<file path="config.mk">
export PLATFORM = sky130hd
export DESIGN_NAME = alu_arbiter
export DESIGN_NICKNAME = d
export VERILOG_FILES = /design/src/rtl/alu_arbiter.sv
export SDC_FILE = /design/constraint.sdc
export NUM_CORES = 1
export LEC_CHECK = 0
export ABC_AREA = 1
export BUFFER_PORTS_ARGS = -buffer_cell sky130_fd_sc_hd__buf_4
export CELL_PAD_IN_SITES_DETAIL_PLACEMENT = 2
export CELL_PAD_IN_SITES_GLOBAL_PLACEMENT = 2
export CORE_UTILIZATION = 23
export CTS_BUF_LIST = sky130_fd_sc_hd__clkbuf_16
export CTS_CLUSTER_DIAMETER = 40
export CTS_CLUSTER_SIZE = 40
export DETAILED_ROUTE_END_ITERATION = 8
export GPL_ROUTABILITY_DRIVEN = 0
export GPL_TIMING_DRIVEN = 1
export PLACE_DENSITY = 0.93
export SLEW_MARGIN = 20
export SYNTH_ARGS = -nofsm -noshare
export SYNTH_HDL_FRONTEND = slang
export SYNTH_SLANG_ARGS = --single-unit
</file>
<file path="constraint.sdc">
create_clock -name clk -period 6.7 [get_ports clk]
set_input_delay 2.01 -clock clk [delete_from_list [all_inputs] [get_ports clk]]
set_output_delay 2.01 -clock clk [all_outputs]
set_load 0.05 [all_outputs]
</file>
<file path="src/rtl/alu_arbiter.sv">
`default_nettype none
// ============================================================================
// Module      : alu_arbiter
// Description : Round-robin arbiter sharing one registered 8-bit ALU among
//               NUM_REQ requesters, with id-tagged in-order responses.
// Revision    : 1.0 - initial release
// ============================================================================
module alu_arbiter #(
    parameter int NUM_REQ = 4,
    parameter int ID_W    = 2,
    parameter int ALU_LAT = 1
) (
    input  logic                   clk,
    input  logic                   rst_n,
    input  logic                   in_en,
    input  logic [NUM_REQ-1:0]     in_req_valid,
    input  logic [8*NUM_REQ-1:0]   in_req_a,
    input  logic [8*NUM_REQ-1:0]   in_req_b,
    input  logic [3*NUM_REQ-1:0]   in_req_op,
    output logic [NUM_REQ-1:0]     out_req_ready,
    output logic [7:0]             out_alu_a,
    output logic [7:0]             out_alu_b,
    output logic [2:0]             out_alu_op,
    input  logic [7:0]             in_alu_data,
    output logic                   out_rsp_valid,
    output logic [ID_W-1:0]        out_rsp_id,
    output logic [7:0]             out_rsp_data,
    output logic                   out_busy
);

    localparam logic [ID_W-1:0] c_PTR_RST = ID_W'(NUM_REQ - 1);

    logic [ID_W-1:0] r_ptr;
    logic            w_gnt_vld;
    logic [ID_W-1:0] w_gnt_id;
    logic [7:0]      w_sel_a;
    logic [7:0]      w_sel_b;
    logic [2:0]      w_sel_op;
    logic            w_busy_nxt;

    logic [7:0]      r_alu_a;
    logic [7:0]      r_alu_b;
    logic [2:0]      r_alu_op;
    logic [ALU_LAT:0] r_stg_vld;
    logic [ID_W-1:0] r_stg_id [ALU_LAT:0];
    logic            r_rsp_valid;
    logic [ID_W-1:0] r_rsp_id;
    logic [7:0]      r_rsp_data;
    logic            r_busy;

    // First valid requester strictly after the last granted one wins.
    always_comb begin
        logic [ID_W-1:0] v_idx;
        w_gnt_vld = 1'b0;
        w_gnt_id  = '0;
        v_idx     = '0;
        if (in_en) begin
            for (int k = 1; k <= NUM_REQ; k++) begin
                v_idx = ID_W'((int'(r_ptr) + k) % NUM_REQ);
                if (!w_gnt_vld && in_req_valid[v_idx]) begin
                    w_gnt_vld = 1'b1;
                    w_gnt_id  = v_idx;
                end
            end
        end
    end

    always_comb begin
        out_req_ready = '0;
        w_sel_a       = '0;
        w_sel_b       = '0;
        w_sel_op      = '0;
        for (int i = 0; i < NUM_REQ; i++) begin
            if (w_gnt_vld && (w_gnt_id == ID_W'(i))) begin
                out_req_ready[i] = 1'b1;
                w_sel_a          = in_req_a[8*i +: 8];
                w_sel_b          = in_req_b[8*i +: 8];
                w_sel_op         = in_req_op[3*i +: 3];
            end
        end
    end

    // Busy is registered: next value covers every stage that will hold an op.
    always_comb begin
        w_busy_nxt = w_gnt_vld;
        for (int k = 0; k < ALU_LAT; k++) begin
            w_busy_nxt = w_busy_nxt | r_stg_vld[k];
        end
    end

    always_ff @(posedge clk) begin
        if (!rst_n) begin
            r_ptr        <= c_PTR_RST;
            r_alu_a      <= '0;
            r_alu_b      <= '0;
            r_alu_op     <= '0;
            r_stg_vld[0] <= 1'b0;
            r_stg_id[0]  <= '0;
            r_busy       <= 1'b0;
        end else begin
            r_alu_a      <= w_sel_a;
            r_alu_b      <= w_sel_b;
            r_alu_op     <= w_sel_op;
            r_stg_vld[0] <= w_gnt_vld;
            r_stg_id[0]  <= w_gnt_id;
            r_busy       <= w_busy_nxt;
            if (w_gnt_vld) begin
                r_ptr <= w_gnt_id;
            end
        end
    end

    generate
        for (genvar k = 1; k <= ALU_LAT; k++) begin : g_stage
            always_ff @(posedge clk) begin
                if (!rst_n) begin
                    r_stg_vld[k] <= 1'b0;
                    r_stg_id[k]  <= '0;
                end else begin
                    r_stg_vld[k] <= r_stg_vld[k-1];
                    r_stg_id[k]  <= r_stg_id[k-1];
                end
            end
        end
    endgenerate

    // Response data/id only move on a valid retire so they hold otherwise.
    always_ff @(posedge clk) begin
        if (!rst_n) begin
            r_rsp_valid <= 1'b0;
            r_rsp_id    <= '0;
            r_rsp_data  <= '0;
        end else begin
            r_rsp_valid <= r_stg_vld[ALU_LAT];
            if (r_stg_vld[ALU_LAT]) begin
                r_rsp_id   <= r_stg_id[ALU_LAT];
                r_rsp_data <= in_alu_data;
            end
        end
    end

    assign out_alu_a     = r_alu_a;
    assign out_alu_b     = r_alu_b;
    assign out_alu_op    = r_alu_op;
    assign out_rsp_valid = r_rsp_valid;
    assign out_rsp_id    = r_rsp_id;
    assign out_rsp_data  = r_rsp_data;
    assign out_busy      = r_busy;

endmodule
`default_nettype wire

</file>
* After elaboration in Yosys (flattened, before gate mapping)
Memory sizes are Yosys's and may differ from the RTL's. A register that Yosys moved wholly into a read port is not among the register bits.
Cells that the tools add are included.
** Storage, ports and cells
- Flip-flop bits (word level) :: 33
- Bits in writable memories :: 4
- Input bits :: 91
- Output and inout port bits :: 35
- Word-level logic and storage cells :: 77
- Memories kept :: 1
** Memories
- r_stg_id :: depth 2, bits a word 2, read ports 2, clocked after Yosys merged registers in 1, write ports 2, RTL line 45 : logic [ID_W-1:0] r_stg_id [ALU_LAT:0];
** Operators by class
- $add $sub $neg :: 4
- Magnitude comparators :: 4
- Equal/unequal tests :: 3
- Muxes and demuxes :: 41
- Bitwise logic cells :: 3
- Reductions and logical operators :: 12
** Operator list (count)
- $mux 8 :: 8
- $mux 1 :: 18
- $mux 2 :: 7
- $lt 2x3->1 const B :: 4
- $mux 3 :: 4
- $bmux 1 s2 :: 4
- $logic_and 1x1->1 :: 7
- $add 2x1->2 const B :: 2
- $add 2x2->2 const B :: 2
- $eq 2x2->1 const B :: 2
- $logic_not 1->1 :: 4
- $or 1x1->1 :: 3
- $eq 2x1->1 const B :: 1
- $logic_not 2->1 :: 1

* Depth between registers and ports, before layout
- Depth in word-level cells :: 23
- Mapped depth :: 18

* Least setup slack after synthesis
OpenSTA, ideal clock, no wires.
- Path type :: input port to output port
- Start point :: in in_req_valid[3]
- End point :: out out_req_ready[1]
- Data arrival time :: 3382 ps
- Data required time :: 4690 ps
- Path slack :: 1308 ps
- Cell stages on the path :: 12
- Buffers on the path :: 1
- Cell sequence :: inv_1 nand2_1 nand3_1 nand2_2 nor2_4 nand3_2 nand2_2 nand2_4 nand2_8 buf_8 nand2_4 nor2_2
** On the way
- Word-level cells in the longest chain between the ends :: 19
- Elaborated cells on any way between the ends :: 30
** Ends and longest elaborated chain
- start, declared :: RTL line 16 : input logic [NUM_REQ-1:0] in_req_valid,
- $bmux 1 s2 :: RTL line 60 : if (!w_gnt_vld && in_req_valid[v_idx]) begin
- $mux 1 (implied by the code) :: RTL line 60
- $mux 1 :: RTL line 60
- $mux 1 :: RTL line 57 : if (in_en) begin
- $logic_not 1->1 :: RTL line 60
- $logic_and 1x1->1 :: RTL line 60
- $mux 1 :: RTL line 60
- $mux 1 :: RTL line 57
- [3 not listed]
- $mux 1 :: RTL line 57
- $logic_not 1->1 :: RTL line 60
- $logic_and 1x1->1 :: RTL line 60
- $mux 2 :: RTL line 60
- $mux 2 :: RTL line 57
- $eq 2x1->1 :: RTL line 74 : if (w_gnt_vld && (w_gnt_id == ID_W'(i))) begin
- $logic_and 1x1->1 * :: RTL line 74
- $mux 1 * :: RTL line 74
- end, declared :: RTL line 20 : output logic [NUM_REQ-1:0] out_req_ready,
Every way passes the cells marked *; elsewhere a longest branch is shown, timed or not. The select of a mux whose other input is x is not followed.

* Worst setup path in the final report
- Start point :: in in_req_valid[3]
- End point :: out out_req_ready[3]
** On the way
- Word-level cells in the longest chain between the ends :: 19
- Elaborated cells on any way between the ends :: 30
** Ends and longest elaborated chain (RTL line)
- $bmux 1 s2 :: 60
- $mux 1 (implied by the code) :: 60
- $mux 1 :: 60
- $mux 1 :: 57
- $logic_not 1->1 :: 60
- $logic_and 1x1->1 :: 60
- $mux 1 :: 60
- $mux 1 :: 57
- [3 not listed]
- $mux 1 :: 57
- $logic_not 1->1 :: 60
- $logic_and 1x1->1 :: 60
- $mux 2 :: 60
- $mux 2 :: 57
- $eq 2x2->1 :: 74
- $logic_and 1x1->1 * :: 74
- $mux 1 * :: 74
Marked as above.

==> impl_metrics.json <==
{
  "status": "completed",
  "cts_setup_buffers": 0,
  "layout_min_cycle_time_ns": 5.76,
  "netlist_area_sq_mm": 0.00209,
  "placed_cells": 519,
  "finalWirelength_um": 8470,
  "drive_above_1_share": 0.375,
  "pin_count": 126,
  "place_ws_ns": 0.929,
  "postSynthCellCount": 303,
  "grt-ovfl-total": 0,
  "die_w_um": 97.2,
  "die-area_sq_mm": 0.00945,
  "cts.repair.resized": 0,
  "synth_edf_count": 0,
  "worst_slack_ns": 0.943,
  "p_total_mw": 1.13,
  "tns_ns": 0,
  "stdcell_count": 527,
  "netlist_top_cells_count": "nand2_1 (87), dfxtp_1 (39), nand4_1 (36)",
  "clk_latency_ns": 0.28,
  "fin_skew_ns": 0.00216,
  "clkTransAtPathRegs_ns": 0.06,
  "cts_tree": "done",
  "synth.top_cell.area_share": 0.374,
  "ant_nets": 0,
  "grt_pass1_vias": 2769,
  "h-tree-depth": 2,
  "yosysUniqueCellTypes": 24,
  "final_nets": 509,
  "relSlewSlack": 0.726,
  "slew_violations": 0,
  "area_growth_pct": 52.7,
  "max_freq_mhz": 174,
  "initial_core_util": 0.238,
  "syn_nets": 394,
  "worstSetupEndpointType": "output pin",
  "fillers": 1064,
  "seq_area_frac_synth": 0.374,
  "num_rows": 34,
  "viasPerCell": 4.68,
  "die_h_um": 97.2,
  "hold_path.class": "reg2reg",
  "synth_area_leader_cell": "dfxtp_1",
  "worstSetupStartpointType": "primary input",
  "avgSynthCellArea_sq_um": 6.88,
  "hold_viol": 0,
  "path_class": "in2out",
  "cts_root_buf": "clkbuf_16",
  "dr.pass1.iters": 4,
  "grt_antenna_before_repair": 0,
  "power.density_mw_per_mm2": 353,
  "vias": 2468,
  "p_leak_nw": 1.73,
  "vdd_drop_max_uv": 126,
  "grt.total_usage": 0.185,
  "ys_ff_latch": 39,
  "cp_data_required_time_ns": 4.69,
  "cts_buffer_depth": 2,
  "synth.most_common_cell": "nand2_1",
  "core_area_sq_mm": 0.00876,
  "tightestPinTransition_ns": 0.410,
  "wl_per_cell_um": 16.1,
  "maxCapViolCount": 0,
  "dpl.hpwl_um": 6440,
  "drc": 0,
  "cp_max_fo": 21,
  "synth-async-reset-ratio": 0,
  "fin_crit_sh": 0.859,
  "finish.utilization": 0.364,
  "yosysWarnings": 0,
  "hold_buffers": 0,
  "rsz0062_at_grt": "no",
  "synth_area_leaders": "dfxtp_1 (37%), nand2_1 (16%), nand4_1 (11%)",
  "antenna_cells": 0,
  "io_buffers": 125,
  "clkSinkCount": 39,
  "dr.first_iter.drc_count": 38,
  "cp_data_arrival_time_ns": 3.75,
  "grt_pass1_wl_um": 13900,
  "cts_made_buffers": 5,
  "grt_max_degree": 42,
  "setup_viol": 0,
  "synth_ff_type": "dfxtp_1"
}
## sequential cells by signal (all words and copies together) (netlist names)
name           cells
out_rsp_id         2
r_ptr              2
out_busy           1
out_alu_a          8
out_rsp_valid      1
out_rsp_data       8
out_alu_b          8
r_stg_vld          2
out_alu_op         3
r_stg_id           4
## power by group
| group | internal (mW) | switching (mW) |
|---|---|---|
| sequential | 0.276 | 0.0226 |
| clock | 0.136 | 0.0958 |
| combinational | 0.177 | 0.418 |
| total | 0.589 | 0.537 |
## worst max-delay path: stages
cell and delay, ns:
buf_4 0.11, inv_1 0.05, nand2_1 0.06, nand3_1 0.14, nand2_2 0.10, nor2_4 0.16
nand3_2 0.12, nand3_2 0.13, nand2_4 0.10, inv_2 0.32, nand2_1 0.16, inv_1 0.08
buf_4 0.19
## per-stage QoR
| step | hold slack (ns) | instance area, sq um |
|---|---|---|
| after floorplan | 0.390 | 2090 |
| after global placement | 0.398 | 3040 |
| after detailed placement | 0.415 | 3040 |
| after CTS | 0.428 | 3190 |
| after global routing | 0.451 | 3190 |
| final | 0.425 | 3190 |
## path summary, 6_finish.rpt
path                             start                         to  slack, ns  cells after the start
min          r_stg_id[0][0]$_SDFF_PN0_  r_stg_id[1][0]$_SDFF_PN0_       0.42                      2
max                    in_req_valid[3]           out_req_ready[3]       0.94                     13
min reg2reg  r_stg_id[0][0]$_SDFF_PN0_  r_stg_id[1][0]$_SDFF_PN0_       0.42                      2
max reg2reg      r_ptr[0]$_SDFFE_PN1P_    out_alu_b[5]$_SDFF_PN0_       4.21                     15
## cells in the final DEF, fill, tap and decap left out
| cell | Yosys | routed |
|---|---|---|
| o21ai_1 | 3 | 3 |
| nor2_4 | 1 | 1 |
| nand2_4 | 3 | 3 |
| nand2_2 | 7 | 7 |
| nand2_1 | 87 | 87 |
| nand3_2 | 4 | 4 |
| o21ai_0 | 13 | 13 |
| clkbuf_16 | 0 | 5 |
| clkinvlp_4 | 0 | 1 |
| nor2_8 | 1 | 1 |
| clkinv_1 | 1 | 1 |
| clkinv_2 | 0 | 1 |
| dfxtp_1 | 39 | 39 |
| inv_1 | 32 | 33 |
| nor2_1 | 25 | 25 |
| buf_4 | 3 | 126 |
| o211ai_1 | 2 | 2 |
| inv_4 | 1 | 1 |
| nand3_1 | 23 | 23 |
| nand2_8 | 1 | 1 |
| nor2_2 | 2 | 2 |
| inv_2 | 4 | 4 |
| nand4_1 | 36 | 36 |
## per-layer routing
| layer | routed length (um) | global-route usage |
|---|---|---|
| met4 | 207 | 0.0724 |
| met3 | 478 | 0.0403 |
| met1 | 3410 | 0.207 |
| met2 | 4370 | 0.338 |
| met5 | 0 | 0 |
## cell type report
type,count,area [sq um],share of cell area
Timing Repair Buffer,126,946,0.297
Tap cell,108,135,0.0424
Inverter,38,145,0.0456
Sequential cell,39,781,0.245
Clock buffer,5,125,0.0393
Multi-Input combinational cell,208,1040,0.326
Clock inverter,3,16.3,0.00511
## cells by family (layout without fill, tap and decap cells)
family | Yosys count | in the layout | share of synthesized area
DFF | 39 | 39 | 0.374
AOI/OAI and AO/OA | 18 | 18 | 0.0456
buffers and inverters | 56 | 172 | 0.128
and+or+nand+nor | 190 | 190 | 0.452
Note: power is estimated with default switching activity, not from simulation.
